===== src/rtl/servo_pwm_multi.sv =====
// Multi-channel servo PWM: one shared period counter, per-channel shadow/active duty pair.
// Optional feature macro: SERVO_PWM_STAGGER_EN (spreads channel rising edges across the period).
module servo_pwm_multi #(
    parameter int CHANNELS  = 4,
    parameter int CNT_W     = 20,
    parameter int PERIOD    = 200_000,
    parameter int MIN_DC    = 10_000,
    parameter int MAX_DC    = 20_000,
    parameter int CENTER_DC = 15_000,
    parameter int STEP      = 500,
    parameter int SEL_W     = (CHANNELS > 1) ? $clog2(CHANNELS) : 1
) (
    input  logic                clk,
    input  logic                rst,
    input  logic                inc,
    input  logic                dec,
    input  logic                ld_en,
    input  logic [CNT_W-1:0]    ld_val,
    input  logic [SEL_W-1:0]    ch_sel,
    output logic [CHANNELS-1:0] pwm_out,
    output logic [CNT_W-1:0]    dc_rd,
    output logic                period_start
);

    localparam int XW = CNT_W + 1;

    localparam logic [CNT_W-1:0] CNT_LAST = CNT_W'(PERIOD - 1);
    localparam logic [CNT_W-1:0] CENTER_C = CNT_W'(CENTER_DC);
    localparam logic [CNT_W-1:0] MIN_C    = CNT_W'(MIN_DC);
    localparam logic [CNT_W-1:0] MAX_C    = CNT_W'(MAX_DC);
    localparam logic [CNT_W-1:0] STEP_C   = CNT_W'(STEP);
    localparam logic [XW-1:0]    MIN_X    = XW'(MIN_DC);
    localparam logic [XW-1:0]    MAX_X    = XW'(MAX_DC);
    localparam logic [XW-1:0]    STEP_X   = XW'(STEP);

    logic [CNT_W-1:0] cnt;
    logic             cnt_last;

    logic [CNT_W-1:0] shadow     [CHANNELS];
    logic [CNT_W-1:0] shadow_nxt [CHANNELS];
    logic [CNT_W-1:0] active     [CHANNELS];
    logic [CNT_W-1:0] phase      [CHANNELS];
`ifdef SERVO_PWM_STAGGER_EN
    logic [CNT_W-1:0] pending    [CHANNELS];
`endif

    logic             sel_ok;
    logic             wr;
    logic [CNT_W-1:0] cur;
    logic [XW-1:0]    inc_sum;
    logic [CNT_W-1:0] inc_val;
    logic [CNT_W-1:0] dec_val;
    logic [CNT_W-1:0] ld_clamp;
    logic [CNT_W-1:0] new_val;

    assign cnt_last = (cnt == CNT_LAST);

    // NOTE: sequential state uses non-blocking assignments so every register
    // samples pre-edge values regardless of process ordering.
    always_ff @(posedge clk or posedge rst) begin
        if (rst) begin
            cnt          <= '0;
            period_start <= 1'b0;
        end else begin
            cnt          <= cnt_last ? '0 : cnt + CNT_W'(1);
            period_start <= cnt_last;
        end
    end

    // Per-channel phase within its own period; all zero-aligned unless staggered.
    always_comb begin
        for (int i = 0; i < CHANNELS; i++) begin
`ifdef SERVO_PWM_STAGGER_EN
            if (cnt >= CNT_W'(i * (PERIOD / CHANNELS)))
                phase[i] = cnt - CNT_W'(i * (PERIOD / CHANNELS));
            else
                phase[i] = cnt + CNT_W'(PERIOD - i * (PERIOD / CHANNELS));
`else
            phase[i] = cnt;
`endif
        end
    end

    // Command datapath: the increment is formed one bit wider so it cannot wrap.
    always_comb begin
        sel_ok = (int'(ch_sel) < CHANNELS);
        cur    = '0;
        for (int i = 0; i < CHANNELS; i++) begin
            if (ch_sel == SEL_W'(i)) cur = shadow[i];
        end

        inc_sum = {1'b0, cur} + STEP_X;
        inc_val = (inc_sum > MAX_X) ? MAX_C : inc_sum[CNT_W-1:0];
        dec_val = ({1'b0, cur} < MIN_X + STEP_X) ? MIN_C : cur - STEP_C;

        if (ld_val < MIN_C)      ld_clamp = MIN_C;
        else if (ld_val > MAX_C) ld_clamp = MAX_C;
        else                     ld_clamp = ld_val;

        if (ld_en)              new_val = ld_clamp;
        else if (inc && !dec)   new_val = inc_val;
        else if (dec && !inc)   new_val = dec_val;
        else                    new_val = cur;

        wr = sel_ok && (ld_en || (inc ^ dec));
        for (int i = 0; i < CHANNELS; i++) begin
            shadow_nxt[i] = (wr && ch_sel == SEL_W'(i)) ? new_val : shadow[i];
        end
    end

    // NOTE: the duty register arrays are reset explicitly because the reset
    // duty is architecturally visible; they are flops, not a RAM.
    always_ff @(posedge clk or posedge rst) begin
        if (rst) begin
            for (int i = 0; i < CHANNELS; i++) begin
                shadow[i]  <= CENTER_C;
                active[i]  <= CENTER_C;
`ifdef SERVO_PWM_STAGGER_EN
                pending[i] <= CENTER_C;
`endif
            end
            pwm_out <= '0;
            dc_rd   <= CENTER_C;
        end else begin
            for (int i = 0; i < CHANNELS; i++) begin
                shadow[i] <= shadow_nxt[i];
`ifdef SERVO_PWM_STAGGER_EN
                // Snapshot at the global wrap; each channel adopts it at its own phase wrap.
                if (cnt_last)
                    pending[i] <= shadow[i];
                if (phase[i] == CNT_LAST)
                    active[i] <= cnt_last ? shadow[i] : pending[i];
`else
                if (cnt_last)
                    active[i] <= shadow[i];
`endif
                pwm_out[i] <= (phase[i] < active[i]);
            end
            dc_rd <= sel_ok ? new_val : '0;
        end
    end

endmodule

===== config.mk =====
export PLATFORM = sky130hd
export DESIGN_NAME = servo_pwm_multi
export DESIGN_NICKNAME = d
export VERILOG_FILES = /design/src/rtl/servo_pwm_multi.sv
export SDC_FILE = /design/constraint.sdc
export NUM_CORES = 1
export LEC_CHECK = 0
export ABC_AREA = 1
export BUFFER_PORTS_ARGS = -buffer_cell sky130_fd_sc_hd__buf_2
export CAP_MARGIN = 40
export CORE_MARGIN = 2
export CORE_UTILIZATION = 45
export DETAILED_ROUTE_END_ITERATION = 10
export PLACE_DENSITY = 0.73
export SLEW_MARGIN = 20
export SYNTH_ARGS = -nofsm -noshare
export SYNTH_HDL_FRONTEND = slang
export SYNTH_SLANG_ARGS = --single-unit
export TNS_END_PERCENT = 20

===== constraint.sdc =====
create_clock -name clk -period 16.25 [get_ports clk]
set_input_delay 0.8125 -clock clk [delete_from_list [all_inputs] [get_ports clk]]
set_output_delay 0.8125 -clock clk [all_outputs]
set_load 0.03 [all_outputs]

==> impl_results.md <==
- Outcome: complete, no violations
- Yosys reg bits: approximately 200
- Avg Inst Size Synth: 8.01 sq um
- Register share of total power: between 40% and 50%
- Final WL: 31600 um
- Post-Syn Area: ~12000 sq um
- Min setup slack post-route: 12580 ps
- Routed vias: 10.0k
- TNS Setup: 0 ps
- Pwr/cell area: 103 nW/um^2
- Core Rows: 59
- Post_cts resized: 0
- Clk pin slew, worst setup/hold paths: about 60 ps
- Initial Util: between 40% and 50%
- DIE AREA: 27600 sq um
- Post-route DRC: 0
- Max_slew headroom: between 40% and 50%
- Min-delay worst type: in2async
- Top_reg_cell synth: dfrtp_1
- Mux share of post-synthesis cell area: 0%
- First-pass GRT wire length: 51200 um
- Post-CTS setup buffers: 0
- Maximum number of pins on one net before global-route repair: between 90 and 100
- Post-synth ARST share: 100%
- Routability cong.: 0.886
- Worst-case clock skew: between 10 and 15 ps
- CTS tree: yes
- Final nets: 1631
- Xor/xnor cell area share of the yosys netlist: 1.62%
- Int Power: 0.953 mW
- H-tree levels: 1
- Synth Warn #: 0
- DRT Pass-1 Iters: 5
- Achievable Freq: approximately 270 MHz
- Period minus WS final: 3670 ps
- Initial antenna violation count: 0
- Crit share post-route: 22.6%
- Synth Area in Compound Gates: roughly a tenth
- Clk_lat worst skew: 530 ps
- Initial DRC Count: 799
- # hold bufs at CTS: 0
- Final Hold Viols: 0
- M1 GR Usage: 32.6%
- Post-Synth Adder-Cell Area: approximately 8.7%
- Final max-slew violation count: 0
- Switch Pwr: 0.405 mW
- Netlist cell types: 59
- Final Setup Violations: 0
- Net Count, Synth: between 1.5k and 2k
- GR Util met2: 36.5%
- Count leader, synth: nand2_1
- Routed Antenna Nets: 0
- Switching Share: 29.8%
- Reg2reg path depth: 10
- Worst-Margin Slew: 828 ps
- Setup crit end kind: flip-flop
- GR Util All Layers: 23.0%
- Met3 usage: 3.05%
- Top cell type's share of synthesized area: 30.1%
- CP Max Fanout: 25
- Vias in the first global route: 9568
- Ant. Diodes: 0
- Combinational family with the most area after synthesis: simple AND/OR/NAND/NOR gates
- Unrepaired setup endpoints after global routing: no
- Synth top area cells: dfrtp_1 30%, nand2_1 15%, dfstp_2 14%, ha_1 8.7%, inv_1 5.5%
- Top post-synthesis cells by count: 463 x nand2_1, 172 x inv_1, 142 x dfrtp_1
- Register area share after synthesis: 44.1%
- Chip height: 166 um
- Port bufs: between 50 and 60
- Reg2reg setup slack: around 13000 ps
- Layout cells sized above 1: 16.0%
- Core box area: about 26000 sq um
- Comb power frac: between 15 and 20%
- IO Pins: 52
- Clock Power Share: 41.2%
- CTS Buf Count: 24
- Mapped Cells: 1476
- HPWL Detailed: 23100 um
- Startpoint Class: primary input
- P&R area growth vs syn: 12.0%
- Number of enable flip-flop cells after synthesis: 0
- WP data required: between 15000 and 20000 ps
- Critical path arrival: 4120 ps
- Synth area leader: dfrtp_1
- Crit path kind: in2reg
- Synth Area in Simple Gates: 27.6%
- Layer with the highest usage: met2
- Max-Cap Viols: 0
- Total grt overflow: 0
- Clock buffer depth: 3
- Drt wl/cell: 16.9 um
- Total clock sinks: 205
- Clk root buf: clkbuf_16
- Via density: 5.35
- Place WS: 12150 ps
- Die width: 166 um
- Lkg Pwr: 6.53 nW
- Maximum VDD drop: approximately 0.000081 V
[power by group through the flow]
stage / registers [mW] / clock network, mW / logic (mW)
finish: 0.585 / 0.560 / 0.213
CTS: 0.583 / 0.567 / 0.211
global route: 0.588 / 0.590 / 0.235
floorplan: 0.588 / 0 / 0.144
detailed placement: 0.592 / 0 / 0.209
global placement: 0.592 / 0 / 0.208
[registers in the layout, summed over array words and instances, names as in the netlist]
signal,count
period_start,1
cnt,20
shadow,80
active,80
pwm_out,4
dc_rd,20
[cells in the final DEF, fill, tap and decap left out, types with 4 or more instances in the layout]
master	netlist	layout
buf_4	1	9
nor2_2	6	6
clkbuf_8	0	4
a211oi_1	7	7
nand2_2	20	20
nand3_2	6	6
nand4_2	6	6
nand2_1	463	463
clkinv_2	1	8
nand2_4	4	4
o21ai_1	10	10
dfstp_2	63	63
dfrtp_1	142	142
nand3_1	90	90
a31oi_1	4	4
a21oi_1	44	44
ha_1	82	82
nor2_1	63	63
inv_1	172	171
o21ai_0	122	122
xor2_1	18	18
o21ai_2	4	4
nand4_1	21	21
inv_2	10	10
nor4_1	5	4
buf_2	7	51
nor3_1	15	15
nor2_4	8	8
clkbuf_16	0	24
o211ai_1	5	5
[routing by layer]
layer	share of wire (%)	wire length [um]
met1	45	14200
met2	46	14400
met3	6.3	1990
met4	3.1	983
met5	0	0
[logic make-up after synthesis]
logic type,after synthesis
xor gates and xnor gates,21
and+or+nand+nor,723
DFF,205
adders and majority gates,82
buffers and inverters,227
AOI/OAI and AO/OA,218
[final timing paths]
kind | startpoint | to
max | ch_sel[0] | shadow[32]$_DFFE_PP1P_
min | rst | active[42]$_DFFE_PP0P_
max reg2reg | cnt[1]$_DFF_PP0_ | active[45]$_DFFE_PP0P_
min reg2reg | shadow[69]$_DFFE_PP1P_ | shadow[69]$_DFFE_PP1P_
max in group asynchronous | rst | dc_rd[16]$_DFF_PP0_
min in group clk | shadow[69]$_DFFE_PP1P_ | shadow[69]$_DFFE_PP1P_
[area by class of cell]
type	count	area [sq um]
fillers	2409	12700
inverters	185	703
flip-flops and latches	205	5210
clock buffers	31	667
repair buffers	62	365
multi-input cells	1044	5720
clock inverters	13	159
well taps	335	419
[metrics by stage]
step | instance area (sq um) | instances | hold slack, ps | total power [mW] | utilization (%)
global route | 13200 | 1875 | 429 | 1.41 | 51.1
CTS | 13200 | 1874 | 409 | 1.36 | 51.0
global placement | 12400 | 1829 | 456 | 0.800 | 47.7
finish | 13200 | 1875 | 387 | 1.36 | 51.1
detailed placement | 12400 | 1830 | 461 | 0.801 | 47.8
floorplan | 11800 | 1476 | 443 | 0.732 | -
[critical path, stage by stage]
cell      delay [ps]
buf_2            450
nand2_4          260
clkinv_2         220
nand2_1          100
nand2_2          120
inv_2             60
ha_1             230
nor2_2           220
nand3_2          170
nand2_1          160
xor2_1           300
nor2_1           100
nand2_1           90
nand2_2          100
nand3b_1         150
nand2_1           60
nand2_1           50
nand2_1          230
nand2_1          130
nand2_1           70
Note: power is estimated with default switching activity, not from simulation.
